File: config.mk
export PLATFORM = sky130hd
export DESIGN_NAME = alu_seq_flat
export DESIGN_NICKNAME = d
export VERILOG_FILES = /design/src/rtl/alu_seq_pkg.sv /design/src/rtl/alu_seq_if.sv /design/src/rtl/alu_seq_iter.sv /design/src/rtl/alu_seq.sv /design/src/flat_wrapper.sv
export SDC_FILE = /design/constraint.sdc
export NUM_CORES = 1
export LEC_CHECK = 0
export CAP_MARGIN = 0
export CORE_MARGIN = 3
export CORE_UTILIZATION = 28
export CTS_CLUSTER_DIAMETER = 150
export DETAILED_ROUTE_END_ITERATION = 10
export GPL_ROUTABILITY_DRIVEN = 0
export PLACE_DENSITY = 0.53
export SLEW_MARGIN = 20
export SYNTH_ARGS = -nofsm -noshare
export SYNTH_HDL_FRONTEND = slang
export SYNTH_SLANG_ARGS = --single-unit
export TNS_END_PERCENT = 10
File: constraint.sdc
create_clock -name clk -period 6.4 [get_ports clk]
set_input_delay 0.96 -clock clk [delete_from_list [all_inputs] [get_ports clk]]
set_output_delay 0.96 -clock clk [all_outputs]
set_load 0.1 [all_outputs]
File: src/rtl/alu_seq_pkg.sv
// alu_seq_pkg: opcodes, FSM state type and flag bit positions shared by the
// alu_seq design files and its bench.
package alu_seq_pkg;

    // Opcodes carried over from the single-cycle datapath ALU
    localparam logic [3:0] OP_ADD   = 4'b0000;
    localparam logic [3:0] OP_SUB   = 4'b0010;
    localparam logic [3:0] OP_AND   = 4'b0100;
    localparam logic [3:0] OP_OR    = 4'b0101;
    localparam logic [3:0] OP_XOR   = 4'b0110;
    localparam logic [3:0] OP_NOR   = 4'b0111;
    localparam logic [3:0] OP_SLT   = 4'b1010;
    // Opcodes added with the sequential version
    localparam logic [3:0] OP_SLTU  = 4'b1011;
    localparam logic [3:0] OP_MUL   = 4'b1100;
    localparam logic [3:0] OP_MULHU = 4'b1101;
    localparam logic [3:0] OP_DIVU  = 4'b1110;
    localparam logic [3:0] OP_REMU  = 4'b1111;

    // Bit positions inside the 4-bit flags word
    localparam int FLG_N = 3;
    localparam int FLG_Z = 2;
    localparam int FLG_C = 1;
    localparam int FLG_V = 0;

    typedef enum logic [1:0] {
        IDLE = 2'd0,
        BUSY = 2'd1,
        DONE = 2'd2
    } alu_seq_state_e;

endpackage

File: src/rtl/alu_seq_if.sv
// alu_seq_if: request/response bundle of the sequential ALU.
//
// Handshake: a request transfers on a rising edge where in_valid && in_ready;
// a result transfers on a rising edge where out_valid && out_ready. The
// requester holds a, b and ctrl stable while in_valid is high and in_ready is
// low; the ALU holds res and flags stable while out_valid is high and
// out_ready is low. state mirrors the internal FSM for observation only.
interface alu_seq_if
    import alu_seq_pkg::*;
#(
    parameter int WIDTH = 32
);
    logic             in_valid;
    logic             in_ready;
    logic [WIDTH-1:0] a;
    logic [WIDTH-1:0] b;
    logic [3:0]       ctrl;
    logic             out_valid;
    logic             out_ready;
    logic [WIDTH-1:0] res;
    logic [3:0]       flags;
    logic             busy;
    alu_seq_state_e   state;

    // Control unit side
    modport master (
        output in_valid, a, b, ctrl, out_ready,
        input  in_ready, out_valid, res, flags, busy, state
    );

    // ALU side
    modport slave (
        input  in_valid, a, b, ctrl, out_ready,
        output in_ready, out_valid, res, flags, busy, state
    );
endinterface

File: src/rtl/alu_seq_iter.sv
// alu_seq_iter: shared iterative datapath. A 2*WIDTH shift register (hi:lo)
// plus one WIDTH+1-bit adder/subtractor perform one radix-2 shift-add
// multiply step or one restoring-division step per enabled cycle.
// After WIDTH steps: multiply -> hi:lo is the product;
//                    divide   -> lo is the quotient, hi the remainder.
// The divide step only exists when ALU_SEQ_DIV_EN is defined.
module alu_seq_iter #(
    parameter int WIDTH = 32
) (
    input  logic             clk,
    input  logic             reset,
    input  logic             start,
    input  logic             op_div,
    input  logic [WIDTH-1:0] a,
    input  logic [WIDTH-1:0] b,
    input  logic             step,
    output logic [WIDTH-1:0] hi,
    output logic [WIDTH-1:0] lo
);
    logic [WIDTH-1:0] hi_q, lo_q, addend_q;
    logic [WIDTH-1:0] hi_d, lo_d;
    logic [WIDTH:0]   x, y, sum;
    logic             sub;

`ifdef ALU_SEQ_DIV_EN
    logic div_q;
`else
    logic unused_op_div;
    assign unused_op_div = op_div;
`endif

    // One step of the selected algorithm through the shared adder
    always_comb begin
        x    = {1'b0, hi_q};
        y    = lo_q[0] ? {1'b0, addend_q} : '0;
        sub  = 1'b0;
`ifdef ALU_SEQ_DIV_EN
        if (div_q) begin
            // trial subtract of the divisor from the shifted partial remainder
            x   = {hi_q, lo_q[WIDTH-1]};
            y   = {1'b0, addend_q};
            sub = 1'b1;
        end
`endif
        sum  = x + (sub ? ~y : y) + {{WIDTH{1'b0}}, sub};
        hi_d = sum[WIDTH:1];
        lo_d = {sum[0], lo_q[WIDTH-1:1]};
`ifdef ALU_SEQ_DIV_EN
        if (div_q) begin
            // partial remainder < divisor keeps the difference inside WIDTH+1 bits,
            // so its sign bit alone tells whether the subtraction succeeded
            hi_d = sum[WIDTH] ? x[WIDTH-1:0] : sum[WIDTH-1:0];
            lo_d = {lo_q[WIDTH-2:0], ~sum[WIDTH]};
        end
`endif
    end

    // Load operands on start, advance one step per enabled cycle
    always_ff @(posedge clk) begin
        if (reset) begin
            hi_q     <= '0;
            lo_q     <= '0;
            addend_q <= '0;
`ifdef ALU_SEQ_DIV_EN
            div_q    <= 1'b0;
`endif
        end else if (start) begin
            hi_q     <= '0;
`ifdef ALU_SEQ_DIV_EN
            div_q    <= op_div;
            lo_q     <= op_div ? a : b;
            addend_q <= op_div ? b : a;
`else
            lo_q     <= b;
            addend_q <= a;
`endif
        end else if (step) begin
            hi_q <= hi_d;
            lo_q <= lo_d;
        end
    end

    assign hi = hi_q;
    assign lo = lo_q;

endmodule

File: src/rtl/alu_seq.sv
// alu_seq: handshaked ALU for the multi-cycle datapath. Single-cycle ops
// (add/sub/logic/slt/sltu) finish the cycle after accept; mul/mulhu (and
// divu/remu when ALU_SEQ_DIV_EN is defined) run WIDTH steps in alu_seq_iter.
// Without ALU_SEQ_DIV_EN, divu/remu finish at once with res 0, flags 0101.
module alu_seq
    import alu_seq_pkg::*;
#(
    parameter int WIDTH = 32
) (
    input  logic     clk,
    input  logic     reset,
    alu_seq_if.slave bus
);
    localparam int CNT_W = $clog2(WIDTH);

    alu_seq_state_e   state_q, state_d;
    logic [CNT_W-1:0] count_q;
    logic [WIDTH-1:0] res_q;
    logic [3:0]       flags_q;
    logic             from_iter_q, sel_hi_q;
    logic             accept, iter_op;
    logic [WIDTH-1:0] iter_hi, iter_lo, iter_res;

    logic             sub_op, arith, unsup, ovf;
    logic [WIDTH-1:0] b_eff;
    logic [WIDTH:0]   sum;
    logic [WIDTH-1:0] sc_res;
    logic [3:0]       sc_flags;

    assign bus.in_ready = (state_q == IDLE) || (state_q == DONE && bus.out_ready);
    assign accept       = bus.in_valid && bus.in_ready;

    // Decide whether the offered opcode needs the iterative datapath
    always_comb begin
        iter_op = 1'b0;
        case (bus.ctrl)
            OP_MUL, OP_MULHU: iter_op = 1'b1;
`ifdef ALU_SEQ_DIV_EN
            OP_DIVU, OP_REMU: iter_op = (bus.b != '0);
`endif
            default: iter_op = 1'b0;
        endcase
    end

    // Single-cycle ALU: one adder shared by add/sub/slt/sltu, plus logic ops
    always_comb begin
        sub_op = (bus.ctrl == OP_SUB) || (bus.ctrl == OP_SLT) || (bus.ctrl == OP_SLTU);
        b_eff  = sub_op ? ~bus.b : bus.b;
        sum    = {1'b0, bus.a} + {1'b0, b_eff} + {{WIDTH{1'b0}}, sub_op};
        ovf    = (bus.a[WIDTH-1] == b_eff[WIDTH-1]) && (sum[WIDTH-1] != bus.a[WIDTH-1]);
        sc_res = '0;
        arith  = 1'b0;
        unsup  = 1'b0;
        case (bus.ctrl)
            OP_ADD, OP_SUB: begin sc_res = sum[WIDTH-1:0]; arith = 1'b1; end
            OP_AND:  sc_res = bus.a & bus.b;
            OP_OR:   sc_res = bus.a | bus.b;
            OP_XOR:  sc_res = bus.a ^ bus.b;
            OP_NOR:  sc_res = ~(bus.a | bus.b);
            OP_SLT:  begin sc_res = {{(WIDTH-1){1'b0}}, sum[WIDTH-1] ^ ovf}; arith = 1'b1; end
            OP_SLTU: begin sc_res = {{(WIDTH-1){1'b0}}, ~sum[WIDTH]};       arith = 1'b1; end
`ifdef ALU_SEQ_DIV_EN
            // only reached with b == 0; nonzero divisors go to the iterator
            OP_DIVU: sc_res = '1;
            OP_REMU: sc_res = bus.a;
`else
            OP_DIVU, OP_REMU: unsup = 1'b1;
`endif
            default: sc_res = '0;
        endcase
        sc_flags        = '0;
        sc_flags[FLG_N] = sc_res[WIDTH-1];
        sc_flags[FLG_Z] = (sc_res == '0);
        sc_flags[FLG_C] = arith & sum[WIDTH];
        sc_flags[FLG_V] = arith & ovf;
        if (unsup) sc_flags = 4'b0101;
    end

    // FSM next state: accept from IDLE or (back-to-back) from DONE
    always_comb begin
        state_d = state_q;
        case (state_q)
            IDLE: if (accept) state_d = iter_op ? BUSY : DONE;
            BUSY: if (count_q == '0) state_d = DONE;
            DONE: begin
                if (accept)             state_d = iter_op ? BUSY : DONE;
                else if (bus.out_ready) state_d = IDLE;
            end
            default: state_d = IDLE;
        endcase
    end

    // FSM state register
    always_ff @(posedge clk) begin
        if (reset) state_q <= IDLE;
        else       state_q <= state_d;
    end

    // Iteration counter: WIDTH-1 down to 0 gives WIDTH busy cycles
    always_ff @(posedge clk) begin
        if (reset)                                  count_q <= '0;
        else if (accept)                            count_q <= CNT_W'(WIDTH - 1);
        else if (state_q == BUSY && count_q != '0)  count_q <= count_q - 1'b1;
    end

    // Result registers; iterative results are read straight from alu_seq_iter
    always_ff @(posedge clk) begin
        if (reset) begin
            res_q       <= '0;
            flags_q     <= '0;
            from_iter_q <= 1'b0;
            sel_hi_q    <= 1'b0;
        end else if (accept) begin
            from_iter_q <= iter_op;
            sel_hi_q    <= bus.ctrl[0];   // mulhu/remu use the high half
            if (!iter_op) begin
                res_q   <= sc_res;
                flags_q <= sc_flags;
            end
        end
    end

    alu_seq_iter #(.WIDTH(WIDTH)) u_iter (
        .clk    (clk),
        .reset  (reset),
        .start  (accept && iter_op),
        .op_div (bus.ctrl[1]),
        .a      (bus.a),
        .b      (bus.b),
        .step   (state_q == BUSY),
        .hi     (iter_hi),
        .lo     (iter_lo)
    );

    assign iter_res      = sel_hi_q ? iter_hi : iter_lo;
    assign bus.res       = from_iter_q ? iter_res : res_q;
    assign bus.flags     = from_iter_q ? {iter_res[WIDTH-1], (iter_res == '0), 2'b00} : flags_q;
    assign bus.out_valid = (state_q == DONE);
    assign bus.busy      = (state_q == BUSY);
    assign bus.state     = state_q;

endmodule

File: src/flat_wrapper.sv
// flat-port wrapper written by rule: the top's interface ports become plain ports
module alu_seq_flat import alu_seq_pkg::*;
#(
    parameter int WIDTH = 32
)
  (clk, reset, bus_in_valid, bus_a, bus_b, bus_ctrl, bus_out_ready, bus_in_ready, bus_out_valid, bus_res, bus_flags, bus_busy, bus_state);
  alu_seq_if #(.WIDTH(WIDTH)) bus_i ();
  input  logic clk;
  input  logic reset;
  input wire logic [$bits(bus_i.in_valid)-1:0] bus_in_valid;
  input wire logic [$bits(bus_i.a)-1:0] bus_a;
  input wire logic [$bits(bus_i.b)-1:0] bus_b;
  input wire logic [$bits(bus_i.ctrl)-1:0] bus_ctrl;
  input wire logic [$bits(bus_i.out_ready)-1:0] bus_out_ready;
  output wire logic [$bits(bus_i.in_ready)-1:0] bus_in_ready;
  output wire logic [$bits(bus_i.out_valid)-1:0] bus_out_valid;
  output wire logic [$bits(bus_i.res)-1:0] bus_res;
  output wire logic [$bits(bus_i.flags)-1:0] bus_flags;
  output wire logic [$bits(bus_i.busy)-1:0] bus_busy;
  output wire logic [$bits(bus_i.state)-1:0] bus_state;
  assign bus_i.in_valid = bus_in_valid;
  assign bus_i.a = bus_a;
  assign bus_i.b = bus_b;
  assign bus_i.ctrl = bus_ctrl;
  assign bus_i.out_ready = bus_out_ready;
  assign bus_in_ready = bus_i.in_ready;
  assign bus_out_valid = bus_i.out_valid;
  assign bus_res = bus_i.res;
  assign bus_flags = bus_i.flags;
  assign bus_busy = bus_i.busy;
  assign bus_state = bus_i.state;
  alu_seq #(.WIDTH(WIDTH)) u_core (.clk(clk), .reset(reset), .bus(bus_i));
endmodule
# After elaboration in Yosys (flattened, before gate mapping)
# Cells that the tools add are included.
totals:
  regBits: 141
  out_inout_bits: 41
  input_bits: 72
  elab_cells: 84
op_classes:
  eq_ne: 18
  n_addsub: 4
  muxes: 20
  n_reduce_logical: 23
  n_bitwise: 10
ops:
  columns: ["cell", "count"]
  rows:
  - ["$pmux W32 S7", 1]
  - ["$mux W32", 6]
  - ["$logic_not A32 Y1", 2]
  - ["$not A32 Y32", 2]
  - ["$add A32 B32 Y33", 1]
  - ["$add A32 B33 Y33", 1]
  - ["$add A33 B1 Y33", 1]
  - ["$and A32 B32 Y32", 1]
  - ["$or A32 B32 Y32", 1]
  - ["$xor A32 B32 Y32", 1]
  - ["$eq A4 B4 Y1 const B", 6]
  - ["$eq A4 B3 Y1 const B", 4]
  - ["$mux W2", 5]
  - ["$mux W5", 2]
  - ["$mux W4", 2]
  - ["$reduce_or A2 Y1", 4]
  - ["$pmux W2 S3", 1]
  - ["$logic_and A1 B1 Y1", 5]
  - ["$logic_not A5 Y1", 1]
  - ["$reduce_bool A5 Y1", 1]
  - ["$sub A5 B1 Y5 const B", 1]
  - ["$eq A4 B2 Y1 const B", 1]
  - ["$logic_not A4 Y1", 1]
  - ["$ne A2 B1 Y1 const B", 2]
  - ["other kinds (15)", 22]

# Depth between registers and ports, before layout
# Gate-level depths: netlist of the first run.
depth:
  depth_word: 12
  depth_mapped: 18
  ltp_nobuf: 16

# Hierarchy
# Synthesis of the first run repeated with hierarchy kept, for this count alone.
unflattened:
  hier_cells: 1686
  hier_area_um2: 12881.1
by_module_without_submodules:
  columns: ["module", "cells_per_inst", "area_per_inst_um2", "seq_area_each_um2", "instances"]
  rows:
  - ["alu_seq", 1010, 7283.2, 900.9, 1]
  - ["alu_seq_iter", 676, 5597.9, 1921.8, 1]

# Worst setup path before layout of the first run
# OpenSTA, ideal clock, no wires.
synth_path:
  path_type: "input to register"
  from: "input port bus_ctrl[1]"
  to: "register u_core.flags_q[2]"
  required_time_ns: 6.340
  n_path_buf: 3
  arrival_ns: 4.315
  setup_time_ns: 0.060
  stages: 18
  setup_slack_ns: 2.025
  cell_sequence: "buf_6 -> nor2b_4 -> nand2_1 -> buf_1 -> xnor2_1 -> ha_1 -> buf_2 -> nor2b_4 -> o31a_1 -> o21ai_1 -> o31ai_1 -> xor2_1 -> a2111oi_0 -> nand3_1 -> nor4_1 -> nand4_1 -> nor3_1 -> a32o_1"
synth_via:
  elab_chain_cells: 12
  word_cells_on_any_way: 32
  cone_classes: "add/sub (2); eq/ne (13); mux (5); bitwise (3); reduce/logical (9)"
synth_rtl:
  columns: ["element", "line_no", "source"]
  rows:
  - ["start: declaration", "flat_wrapper.sv:13", "input wire logic [$bits(bus_i.ctrl)-1:0] bus_ctrl;"]
  - ["$eq A4 B2 Y1 / $eq A4 B4 Y1 (equally long branches)", "alu_seq.sv:47, alu_seq.sv:54", null]
  - ["$logic_or A1 B1 Y1 (2 in a row)", "alu_seq.sv:47", "sub_op = (bus.ctrl == OP_SUB) || (bus.ctrl == OP_SLT) || (bus.ctrl == OP_SLTU);"]
  - ["$mux W32", "alu_seq.sv:48", "b_eff = sub_op ? ~bus.b : bus.b;"]
  - ["$add A32 B32 Y33", "alu_seq.sv:49", "sum = {1'b0, bus.a} + {1'b0, b_eff} + {{WIDTH{1'b0}}, sub_op};"]
  - ["$add A33 B1 Y33", "alu_seq.sv:49", null]
  - ["$ne A1 B1 Y1", "alu_seq.sv:50", "ovf = (bus.a[WIDTH-1] == b_eff[WIDTH-1]) && (sum[WIDTH-1] != bus.a[WIDTH-1]);"]
  - ["$logic_and A1 B1 Y1", "alu_seq.sv:50", null]
  - ["$xor A1 B1 Y1", "alu_seq.sv:60", "OP_SLT: begin sc_res = {{(WIDTH-1){1'b0}}, sum[WIDTH-1] ^ ovf}; arith = 1'b1; end"]
  - ["$pmux W32 S7", "alu_seq.sv:54", "case (bus.ctrl)"]
  - ["$logic_not A32 Y1", "alu_seq.sv:73", "sc_flags[FLG_Z] = (sc_res == '0);"]
  - ["$mux W4", "alu_seq.sv:76", "if (unsup) sc_flags = 4'b0101;"]
  - ["end signal: assignment", "alu_seq.sv:118", "flags_q <= sc_flags;"]
  - ["end: declaration", "alu_seq.sv:19", "logic [3:0] flags_q;"]
# Several ways; a longest one is shown, not always the timed one.
# A chain may end at the register's enable or synchronous reset.

# Worst setup path in the final report of the first run
layout_path:
  from: "input port bus_ctrl[3]"
  to: "register u_core.flags_q[2]"
# The elaborated chain is that of the path after synthesis.

==> summary.md, run 1 <==
| Metric | Value |
|---|---|
| TritonRoute pass-1 iters | 6 |
| Crit share post-route | 78.5% |
| Required time of the critical path | between 6000 and 7000 ps |
| Antenna-violating nets left | 0 |
| Cell taking the most area after synthesis | dfxtp_1 |
| CTS clk-pin slew, worst paths | 60 ps |
| Yosys warns | 0 |
| Die area | 45,500 um2 |
| GRT overflow | 0 |
| Share of layout cells above drive strength 1 | under 10% |
| Routed wire length | 43,500 um |
| Critical-path maximum fanout | 27 |
| Post-synthesis sequential area ratio | between 20% and 30% |
| Synth top area share | 23.5% |
| Post-CTS Resized | 0 |
| Vias | 12,000 |
| Top_reg_cell synth | dfxtp_1 |
| Minimum clock period | between 5000 and 6000 ps |
| First-pass GRT wire length | 66,900 um |
| Hold/Removal Path Class | flop to flop |
| Maximum VDD drop | between 0.00015 and 0.0002 V |
| Initial antenna violation count | 0 |
| Synthesized Nets | 1,825 |
| FILL cells | 4,539 |
| Layout Skew | 8.94 ps |
| Wirelength per Cell | 19.5 um |
| Pin count of the biggest net entering global routing | around 80 |
| Detail Placement HPWL | about 34,000 um |
| Pleak | around 5.7 nW |
| Number of CTS-inserted buffers | 17 |
| Worst Path Arrival | 5400 ps |
| Most common cell in the netlist | nand2_1 |
| Die H | roughly 210 um |
| Post-synth ARST share | 0% |
| Final setup fails | 0 |
| Maximum Capacitance Violations | 0 |
| FP Rows | 75 |
| Area delta synth->final | 18.9% |
| Slew headroom | 28.5% |
| Final Instance Area | 14,300 um2 |
| Commonest cells post-synth | 227 x nand2_1, 208 x a21oi_1, 141 x dfxtp_1 |
| Placed Area | around 14,000 um2 |
| Final hold violations | 0 |
| H-tree depth | 4 |
| All-layer global routing usage | 18.9% |
| Pwr Density | 212 nW/um2 |
| Clock Path Buffers | 2 |
| Post-CTS Setup Bufs | 0 |
| Die Span X | around 210 um |
| Fin. max-slew vios | 0 |
| Cell variety after synth | 81 |
| Clock sink count | 141 |
| IO Port Bufs | 112 |
| Syn avg cell area | 7.43 um2 |
| Synth top area cells | dfxtp_1 23%, ha_1 14%, a21oi_1 8.6%, nand2_1 7.1%, xnor2_1 5.2% |
| Critical Path Sink Type | flop |
| CTS Hold Buffers Added | 0 |
| DR DRC count | 0 |
| Unrepaired setup endpoints after global routing | false |
| Tot Pwr | 3.04 mW |
| Status | completed |
| Vias per cell | 5.37 |
| Fmax achieved | 199 MHz |
| Initial Util | 28.5% |
| Post-synth EDFFs | 0 |
| Synth Cell Area | ~12,000 um2 |
| Post-Synthesis Cells | around 1,600 |
| DRT iter0 DRCs | 1,058 |
| Net count, final | 1,879 |
| #FFs+latches synth | 141 |
| Worst Tran Pin Value | 1070 ps |
| Kind of critical path | input port to flop |
| Worst skew pair latency | 430 ps |
| Setup_tns | 0 ps |
| Vias in the first global route | 11,300 |
| Clk root buf | clkbuf_16 |
| I/O pins | 113 |
| WHS | 449 ps |
| Critical path launch point type | input port |
| Core ar. | ~42,000 um2 |
| CTS tree | done |
## per-layer routing
layer	vias up	global-route usage, %	share of wire, %
li1	5892	-	-
met1	5659	26.1	47
met2	352	31.0	46
met3	72	1.92	4.1
met4	0	6.36	2.9
met5	-	0	0
## layout by cell type (no fill, tap or decap), drive strengths merged, types with 7 or more instances in the layout
| cell type | synthesis | layout |
|---|---|---|
| a211oi | 39 | 39 |
| a21o | 25 | 25 |
| a21oi | 209 | 209 |
| a221o | 12 | 12 |
| a221oi | 11 | 11 |
| a22oi | 32 | 32 |
| a31oi | 7 | 7 |
| and2 | 39 | 39 |
| buf | 19 | 23 |
| clkbuf | 80 | 19 |
| clkdlybuf4s50 | 0 | 111 |
| dfxtp | 141 | 141 |
| ha | 130 | 130 |
| inv | 83 | 84 |
| mux2i | 46 | 46 |
| nand2 | 227 | 227 |
| nand2b | 9 | 9 |
| nand3 | 27 | 27 |
| nand4 | 19 | 19 |
| nor2 | 129 | 129 |
| nor2b | 18 | 18 |
| nor3 | 35 | 35 |
| nor4 | 21 | 21 |
| o211ai | 9 | 9 |
| o21a | 12 | 12 |
| o21ai | 59 | 59 |
| o22ai | 9 | 9 |
| xnor2 | 72 | 72 |
| xor2 | 15 | 15 |
## power by group
group | switching (mW) | internal, mW
clock | 0.402 | 0.715
combinational | 0.658 | 0.321
sequential | 0.0290 | 0.912
total | 1.09 | 1.95
## path summary, 6_finish.rpt
| kind | start | end | slack (ps) | cells past startpoint |
|---|---|---|---|---|
| worst min-delay path | u_core.u_iter.addend_q[15]$_SDFFE_PP0P_ | u_core.u_iter.addend_q[15]$_SDFFE_PP0P_ | 450 | 2 |
| worst max-delay path | bus_ctrl[3] | u_core.flags_q[2]$_SDFFE_PP0P_ | 1370 | 17 |
| worst min register to register | u_core.u_iter.addend_q[15]$_SDFFE_PP0P_ | u_core.u_iter.addend_q[15]$_SDFFE_PP0P_ | 450 | 2 |
| worst max register to register | u_core.u_iter.lo[0]$_SDFFE_PP0P_ | u_core.u_iter.hi[31]$_SDFFE_PP0P_ | 2590 | 15 |
## final cells by class
type / instances / area [um2] / area share (%)
multi-input cells: 1298 / 8540 / 59.7
flip-flops and latches: 141 / 2830 / 19.7
repair buffers: 134 / 1280 / 8.97
well taps: 539 / 674 / 4.71
clock buffers: 19 / 453 / 3.17
inverters: 83 / 312 / 2.18
clock inverters: 13 / 213 / 1.49
diodes: 1 / 2.50 / 0.0175
## registers in the layout, indices dropped and copies added (netlist names)
register and cells:
u_core.from_iter_q 1, u_core.u_iter.lo 32, u_core.u_iter.hi 32, u_core.res_q 32, u_core.bus.state 2, u_core.flags_q 4, u_core.count_q 5, u_core.sel_hi_q 1
u_core.u_iter.addend_q 32
## worst max-delay path, stage by stage
cell and delay (ps):
clkdlybuf4s50_1 410, nand2b_1 220, nand2_2 190, buf_4 460
xnor2_1 120, ha_1 450, nand2_1 170, or4_1 570
a2111oi_1 480, a211oi_1 150, o21ai_1 180, xor2_1 90
a21oi_1 210, and2_1 150, o2111ai_1 110, nor3_1 260
a32o_1 190
## through the flow
stage                     setup WS, ps  cells  utilization, %
after floorplan                   2020   1621               -
after global placement            1080   2195            32.3
after detailed placement           962   2195            32.3
after CTS                         1400   2227            33.9
after global routing              1020   2227            33.9
final                             1370   2228            33.9
## logic make-up after synthesis
| family | share of synthesized area (%) |
|---|---|
| muxes | 3.83 |
| DFF | 23.5 |
| AOI/OAI and AO/OA | 25.6 |
| adders and majority gates | 13.8 |
| xor gates and xnor gates | 6.33 |
| buffers and inverters | 5.87 |
| and+or+nand+nor | 21.1 |
No activity file was read; power rests on OpenSTA's default activity.
==> run 2: changes to the inputs <==
PLACE_DENSITY = 0.54   (was 0.53)
clock period = 4.4 ns   (was 6.4 ns; I/O delays follow)
==> run 2 against run 1 <==
  * Clock skew shrank 3.6 ps
  * Global-route usage rose by 0.34 points
  * Register-to-register slack lost 1900 ps
  * Combinational power is 74% higher
  * Critical path type unchanged
  * Highest routed layer unchanged
==> summary.md, run 2 (synthesis results as in run 1) <==
| Metric | Value |
|---|---|
| Critical-path maximum fanout | 8 (-70%) |
| WHS | 449 ps (-0.552 ps) |
| Kind of critical path | input port to flop |
| Hold Path Depth | 2 (unchanged) |
| Critical Path Sink Type | flop |
| Net count, final | 2,043 (+8.7%) |
| Worst Setup Slack, final | 198 ps (-1180 ps) |
| Minimum clock period | ~4200 ps |
| Tot Pwr | 4.56 mW (+50%) |
| Vias | 12,600 (+5.1%) |
| Die Span X | 213 um (unchanged) |
| Initial Util | 28.5% (unchanged) |
| Status | completed |
| Number of CTS-inserted buffers | 17 (unchanged) |
| CTS clk-pin slew, worst paths | 60 ps (about the same) |
| # diodes | 0 (-1) |
| Die H | 213 um (unchanged) |
| Maximum Capacitance Violations | 0 (unchanged) |
| Worst skew pair latency | 430 ps (about the same) |
| Share of layout cells above drive strength 1 | 15.9% (+11 points) |
| Maximum VDD drop | 0.000272 V (+46%) |
| Core Util, Final | 36.7% (+2.8 points) |
| Routed wire length | 44,500 um (+2.4%) |
| Vias per cell | 5.27 (-2.0%) |
| Hold/Removal Path Class | flop to flop |
| Post-route insts no fill | 2,391 (+7.3%) |
| Post-place setup slack | -344 ps (-1310 ps) |
| Layout Skew | 5.37 ps (-3.57 ps) |
| Placed Area | 14,800 um2 (+8.3%) |
| I/O pins | 113 (unchanged) |
| Setup_tns | 0 ps (unchanged) |
| Worst Path Arrival | 4570 ps (-830 ps) |
| Clock Path Buffers | 2 (unchanged) |
| Pwr Density | 294 nW/um2 (+39%) |
| IO Port Bufs | 112 (unchanged) |
| Pin count of the biggest net entering global routing | 87 (+6.1%) |
| Fmax achieved | 238 MHz |
| Most frequent cells in the layout | 226 x nand2_1, 221 x buf_4, 204 x a21oi_1, 139 x dfxtp_1, 129 x ha_1 |
| Slew headroom | 35.4% (+6.9 points) |
| FP Rows | 75 (unchanged) |
| Worst Tran Pin Value | 966 ps (-105 ps) |
| DR DRC count | 0 (unchanged) |
| Final Instance Area | 15,500 um2 (+8.3%) |
| CTS Hold Buffers Added | 0 (unchanged) |
| Area delta synth->final | 28.7% |
| All-layer global routing usage | 19.2% (+0.34 points) |
| DRT iter0 DRCs | 966 (-8.7%) |
| First-pass GRT wire length | 68,500 um (+2.4%) |
| Worst r2r path cells | 14 (-1) |
| H-tree depth | 4 (unchanged) |
| Detail Placement HPWL | 35,500 um (+5.6%) |
| Critical path launch point type | input port |
| Clk root buf | clkbuf_16 |
| Die area | 45,500 um2 (unchanged) |
| Crit share post-route | 95.5% |
| Most common cell after layout, fill and taps aside | nand2_1 |
| Reg2Reg Setup Slack | 640 ps (-1950 ps) |
| Fin. max-slew vios | 0 (unchanged) |
| Core ar. | 42,200 um2 (unchanged) |
| Final setup fails | 0 (unchanged) |
| DP Cell Count | 2,357 (+7.4%) |
| Pleak | 6.52 nW (+15%) |
| Initial antenna violation count | 0 (unchanged) |
| Clock sink count | 141 (unchanged) |
| Vias in the first global route | 12,300 (+8.7%) |
| Unrepaired setup endpoints after global routing | true |
| Required time of the critical path | 4770 ps (-2000 ps) |
| CTS tree | done |
| Antenna-violating nets left | 0 (unchanged) |
| Final hold violations | 0 (unchanged) |
| Wirelength per Cell | 18.6 um (-4.5%) |
| GRT overflow | 0 (unchanged) |
| TritonRoute pass-1 iters | 5 (-1) |
-- run 2: cell types whose count changed in the layout (fill, tap and decap cells not counted), sizes merged --
cell           change
bufinv             -2
clkinv             +1
buf              +200
clkinvlp           -1
clkbuf             +3
inv                -1
diode              -1
clkdlybuf4s50     -36
-- run 2: cell type report --
| cell class | count | area (um2) |
|---|---|---|
| Clock inverter | 10 | 138 |
| Fill cell | 4448 | 26700 |
| Tap cell | 539 | 674 |
| Clock buffer | 22 | 474 |
| Timing Repair Buffer | 298 | 2440 |
| Sequential cell | 141 | 2830 |
| Inverter | 83 | 312 |
| Multi-Input combinational cell | 1298 | 8630 |
-- run 2: worst max-delay path, stage by stage --
cell and delay [ps]:
clkdlybuf4s50_1 530, nor2b_4 180, nand2_2 130, buf_4 210, xnor2_1 130, ha_1 420, nand2_1 150, buf_4 160
o21ai_0 390, a31oi_2 110, xnor2_1 170, a221oi_2 270, nand4_1 150, nor4_2 230, buf_4 150, nand4_1 110
nor3_1 220, a32o_1 190
-- run 2: final timing paths --
kind,startpoint,to
min reg2reg,u_core.u_iter.addend_q[10]$_SDFFE_PP0P_,u_core.u_iter.addend_q[10]$_SDFFE_PP0P_
max,bus_ctrl[1],u_core.flags_q[2]$_SDFFE_PP0P_
max reg2reg,u_core.u_iter.lo[0]$_SDFFE_PP0P_,u_core.u_iter.hi[31]$_SDFFE_PP0P_
min,u_core.u_iter.addend_q[10]$_SDFFE_PP0P_,u_core.u_iter.addend_q[10]$_SDFFE_PP0P_
-- run 2: metal layers --
metal	wire, um	track usage, %	up-vias
met5	0	0	-
met4	1670	7.91	0
met3	1710	2.19	84
met2	20500	31.5	324
met1	20700	25.9	5962
li1	-	-	6221
-- run 2: what timing repair did --
action                                  CTS  global route
endpoints found under the setup margin    0             2
setup buffers                             0             2
resized for setup                         0            18
-- run 2: report_power, final --
part | switching (mW) | internal [mW]
Clock | 0.564 | 0.935
Sequential | 0.0367 | 1.33
Combinational | 1.03 | 0.667
